**src/rtl/arbitro_comparador_6bit.sv**
```systemverilog
// Round-robin arbiter that shares one 6-bit set-membership comparator between N requesters.
// It also keeps a saturating count of positive answers.
module arbitro_comparador_6bit #(
  parameter int N          = 4,
  parameter int ANCHO_CONT = 16
) (
  input  logic                  Reloj,
  input  logic                  Reset_n,
  input  logic [N-1:0]          Solicitud,
  input  logic [6*N-1:0]        Dato,
  output logic [N-1:0]          Concedido,
  output logic                  Listo,
  output logic                  Resultado,
  output logic [5:0]            OperandoComparador,
  input  logic                  SalidaComparador,
  output logic [ANCHO_CONT-1:0] ContadorAciertos
);

  localparam int PW  = (N > 1) ? $clog2(N) : 1;
  localparam int PW1 = PW + 1;
  localparam logic [N-1:0] UNO_N = N'(1);

  // state     | meaning
  // LIBRE     | idle, arbitrating among pending requests
  // CONSULTA  | operand on comparator, capturing its answer
  // RESPUESTA | Listo and grant visible for one cycle
  typedef enum logic [1:0] {
    LIBRE     = 2'd0,
    CONSULTA  = 2'd1,
    RESPUESTA = 2'd2
  } estado_t;

  estado_t               r_estado, w_estado_sig;
  logic [PW-1:0]         r_puntero, w_puntero_sig;
  logic [PW-1:0]         r_idx, w_idx_sig;
  logic [N-1:0]          r_concedido, w_concedido_sig;
  logic                  r_listo, w_listo_sig;
  logic                  r_resultado, w_resultado_sig;
  logic [5:0]            r_operando, w_operando_sig;
  logic [ANCHO_CONT-1:0] r_contador, w_contador_sig;

  logic [5:0]            w_dato [N];
  logic                  w_hay;
  logic [PW-1:0]         w_sel;
  logic [PW:0]           w_pos;

  for (genvar g = 0; g < N; g++) begin : g_dato
    assign w_dato[g] = Dato[6*g +: 6];
  end

  // Search starts at the pointer and wraps at N-1, so N need not be a power of two.
  always_comb begin
    w_hay = 1'b0;
    w_sel = '0;
    w_pos = '0;
    for (int k = 0; k < N; k++) begin
      w_pos = {1'b0, r_puntero} + PW1'(k);
      if (w_pos >= PW1'(N)) begin
        w_pos = w_pos - PW1'(N);
      end
      if (!w_hay && Solicitud[w_pos[PW-1:0]]) begin
        w_hay = 1'b1;
        w_sel = w_pos[PW-1:0];
      end
    end
  end

  always_comb begin
    w_estado_sig    = r_estado;
    w_puntero_sig   = r_puntero;
    w_idx_sig       = r_idx;
    w_concedido_sig = r_concedido;
    w_listo_sig     = r_listo;
    w_resultado_sig = r_resultado;
    w_operando_sig  = r_operando;
    w_contador_sig  = r_contador;
    case (r_estado)
      LIBRE: begin
        w_concedido_sig = '0;
        w_listo_sig     = 1'b0;
        if (w_hay) begin
          w_idx_sig       = w_sel;
          w_concedido_sig = UNO_N << w_sel;
          w_operando_sig  = w_dato[w_sel];
          w_estado_sig    = CONSULTA;
        end
      end
      CONSULTA: begin
        w_resultado_sig = SalidaComparador;
        w_listo_sig     = 1'b1;
        if (SalidaComparador && !(&r_contador)) begin
          w_contador_sig = r_contador + ANCHO_CONT'(1);
        end
        w_estado_sig = RESPUESTA;
      end
      RESPUESTA: begin
        w_listo_sig     = 1'b0;
        w_concedido_sig = '0;
        w_puntero_sig   = (r_idx == PW'(N-1)) ? '0 : r_idx + PW'(1);
        w_estado_sig    = LIBRE;
      end
      default: begin
        w_estado_sig = LIBRE;
      end
    endcase
  end

  always_ff @(posedge Reloj) begin
    if (!Reset_n) begin
      r_estado    <= LIBRE;
      r_puntero   <= '0;
      r_idx       <= '0;
      r_concedido <= '0;
      r_listo     <= 1'b0;
      r_resultado <= 1'b0;
      r_operando  <= '0;
      r_contador  <= '0;
    end else begin
      r_estado    <= w_estado_sig;
      r_puntero   <= w_puntero_sig;
      r_idx       <= w_idx_sig;
      r_concedido <= w_concedido_sig;
      r_listo     <= w_listo_sig;
      r_resultado <= w_resultado_sig;
      r_operando  <= w_operando_sig;
      r_contador  <= w_contador_sig;
    end
  end

  assign Concedido          = r_concedido;
  assign Listo              = r_listo;
  assign Resultado          = r_resultado;
  assign OperandoComparador = r_operando;
  assign ContadorAciertos   = r_contador;

endmodule
```
**config.mk**
```make
export PLATFORM = sky130hd
export DESIGN_NAME = arbitro_comparador_6bit
export DESIGN_NICKNAME = d
export VERILOG_FILES = /design/src/rtl/arbitro_comparador_6bit.sv
export SDC_FILE = /design/constraint.sdc
export NUM_CORES = 1
export LEC_CHECK = 0
export ABC_AREA = 1
export BUFFER_PORTS_ARGS = -buffer_cell sky130_fd_sc_hd__buf_2
export CAP_MARGIN = 20
export CORE_MARGIN = 4
export CORE_UTILIZATION = 47
export CTS_CLUSTER_DIAMETER = 200
export DETAILED_ROUTE_END_ITERATION = 8
export PLACE_DENSITY = 0.72
export SYNTH_ARGS = -nofsm -noshare
export SYNTH_HDL_FRONTEND = slang
export SYNTH_SLANG_ARGS = --single-unit
export TNS_END_PERCENT = 5
```
**constraint.sdc**
```tcl
create_clock -name Reloj -period 1.7 [get_ports Reloj]
set_clock_uncertainty 0.2 [all_clocks]
set_input_delay 0.51 -clock Reloj [delete_from_list [all_inputs] [get_ports Reloj]]
set_output_delay 0.51 -clock Reloj [all_outputs]
set_load 0.02 [all_outputs]
```
==> impl_metrics.tcl <==
set metrics [dict create \
    arrival_ps 2110 \
    mostFrequentLayoutCells "nand2_1 (93), buf_2 (57), buf_4 (43)" \
    clkPwrFrac 0.199 \
    gp_congestion 0.858 \
    ant_nets 0 \
    diodes 0 \
    p_per_area_mw_per_mm2 890 \
    p_sw_frac 0.397 \
    hold_viol_final 0 \
    synth_cell_types 28 \
    seq_area_frac_synth 0.336 \
    cpMostUsedCell "nand3_2" \
    h-tree-depth 2 \
    hold_depth 2 \
    status "complete, but fails checks" \
    fin_cells 494 \
    synth_top_area_frac 0.336 \
    hold_buffers 0 \
    drtPass1Iterations 5 \
    crit_path_end_kind "flip-flop" \
    num_rows 23 \
    grt_antenna_before_repair 0 \
    place_area_mm2 0.00273 \
    reg2reg_slack_ps -390 \
    drt_iter0_markers 216 \
    clock.fmax_mhz 479 \
    drt_wl_total_mm 7.44 \
    drv_slew 0 \
    cts.sinks 34 \
    maxCapViolations 0 \
    root_buffer "clkbuf_8" \
    sequentialPowerShare 0.320 \
    timing.hold.ws_ps 252 \
    final_nets 476 \
    min_to "OperandoComparador[4]" \
    tritoncts "done" \
    crit_type "reg -> reg" \
    route.detailed.drc 0 \
    p_int_mw 1.79 \
    start_util 0.495 \
    crit_slowest_cell "dfxtp_4" \
    core_mm2 0.00409 \
    die_y_um 73.6 \
    timing.rr.start "r_puntero[0]" \
    numCtsBuffers 5 \
    syn-num-nets 359 \
    vdd_drop_max_mv 0.739 \
    period_needed_ps 2090 \
    clock_latency_ps 300 \
    dp.cells 471 \
    cts.path.max_buffers 2 \
    comb_power_share 0.481 \
    io_buffer_count 58 \
    worst_pin_slew_ps 373 \
    grt_remaining_overflow 0 \
    crit_chain "buf_8 -> nand2_4 -> nand3_2 -> nand2_2 -> buf_6 -> nor2_4 -> a21boi_2 -> nand3_2 -> inv_4 -> buf_4 -> nand3_1 -> o21ai_1" \
    fin_crit_sh 1.23 \
    vias 2618 \
    setup_tns_ps -5290 \
    grt_pass1_vias 2279 \
    violations "negative setup slack" \
    synth.cell_area_mm2 0.00202 \
    grt_max_degree 14 \
    grt_pass1_wl_mm 9.89 \
    hp-start "OperandoComparador[4]" \
    cp.required_ps 1720 \
    yosysWarnings 0 \
    layout_commonest_cell "nand2_1" \
    reg2reg_to "Concedido[1]" \
    clk_pin_slew_ps 70 \
    cpPeakStageDelay_ps 380 \
    setup_ws_ps -390 \
    syn_to_final_growth_pct 64.8 \
    crit_fanout 7 \
    syn_area_per_cell_um2 6.21 \
    gr-usage-all-layers 0.234 \
    netlist_instances 326 \
    die_w_um 73.6 \
    hold_path.class "reg -> reg" \
    synth_seq_cells 34 \
    final_cell_area_mm2 0.00334 \
    reg2reg_depth 12 \
    synth_top_area_cell "dfxtp_1" \
    post_drt_wl_per_cell_um 15.1 \
    crit_path_start_kind "flip-flop" \
    synth_area_leaders "dfxtp_1 (34%), nand2_1 (22%), nand3_1 (9.6%)" \
    viasPerCell 5.30 \
    finalSetupViolations 27 \
    power.switching_mw 1.18 \
    rsz0062_at_grt "true" \
    io_pins 59 \
    die-area_mm2 0.00542 \
    maxSlewHeadroom 0.750 \
    drive_gt1_frac 0.464 \
    place_hpwl_mm 4.23 \
    cellLeakagePower_nw 1.69 \
]
## cell usage after synthesis, drive strengths merged
library cell,n
clkbuf,3
a31oi,1
nor4,1
xnor2,4
xor2,4
inv,41
o21ai,11
nand3b,1
a21oi,18
dfxtp,34
nor3,2
nand2,125
nor2,25
a21boi,1
a211oi,1
buf,6
nand4,5
nand3,41
ha,2
## how the worst max path moves through the flow
stage / from / endpoint / cells past startpoint
2_1_floorplan: Solicitud[3] / OperandoComparador[4] / 15
3_3_place_gp: Solicitud[2] / OperandoComparador[4] / 14
3_5_place_dp: Solicitud[2] / Concedido[3] / 10
4_1_cts: r_puntero[0] / OperandoComparador[3] / 15
5_1_grt: r_puntero[1] / Concedido[1] / 12
6_report: r_puntero[0] / Concedido[1] / 12
## repair_timing
action / 4_1_cts / 5_1_grt
setup buffers: 7 / 5
endpoints found under the setup margin: 28 / 31
pin swaps: 10 / 19
hold endpoints to repair: 0 / 0
cloned: 1 / 2
gates resized for setup: 34 / 54
## through the flow
step / utilization / setup slack, ps / total power, mW
after floorplan: - / -116 / 1.56
after global placement: 0.668 / -564 / 1.88
after detailed placement: 0.668 / -658 / 1.89
after CTS: 0.745 / -282 / 2.66
after global routing: 0.817 / -530 / 3.12
final: 0.817 / -390 / 2.97
## per-layer routing
metal,up-vias,track usage,share of wire
met1,1195,0.308,0.41
met3,30,0.0438,0.068
met5,-,0,0
met2,123,0.379,0.48
met4,0,0.0845,0.037
li1,1270,-,-
## worst max-delay path, delay by kind of cell, from the launching register on
family	cells	cell delay, ps
buf+inv	4	520
flops	1	380
compound gates	2	340
simple gates	6	580
## area by class of cell
type                    count  area, µm²
clock buffers               5       68.8
clock inverters             3       16.3
fillers                   255        749
inverters                  41        176
multi-input cells         243       1450
flip-flops and latches     34        696
well taps                  50       62.6
repair buffers            118        871
## registers in the layout, summed over array words and instances (netlist names)
register            count
ContadorAciertos       16
OperandoComparador      6
Concedido               4
r_estado                2
r_idx                   2
r_puntero               2
Listo                   1
Resultado               1
## kinds of logic after synthesis
| family | synth area share |
|---|---|
| fa+ha+maj | 0.0124 |
| flops | 0.336 |
| xor+xnor | 0.0346 |
| simple gates | 0.428 |
| buf+inv | 0.104 |
| compound gates | 0.0853 |
## power groups by stage
stage | combinational [mW] | sequential, mW | clock [mW]
global route | 1.54 | 0.955 | 0.632
finish | 1.43 | 0.949 | 0.591
global placement | 0.928 | 0.950 | 0
detailed placement | 0.944 | 0.949 | 0
floorplan | 0.523 | 1.04 | 0
CTS | 1.12 | 0.938 | 0.597
Note: power is estimated with default switching activity, not from simulation.
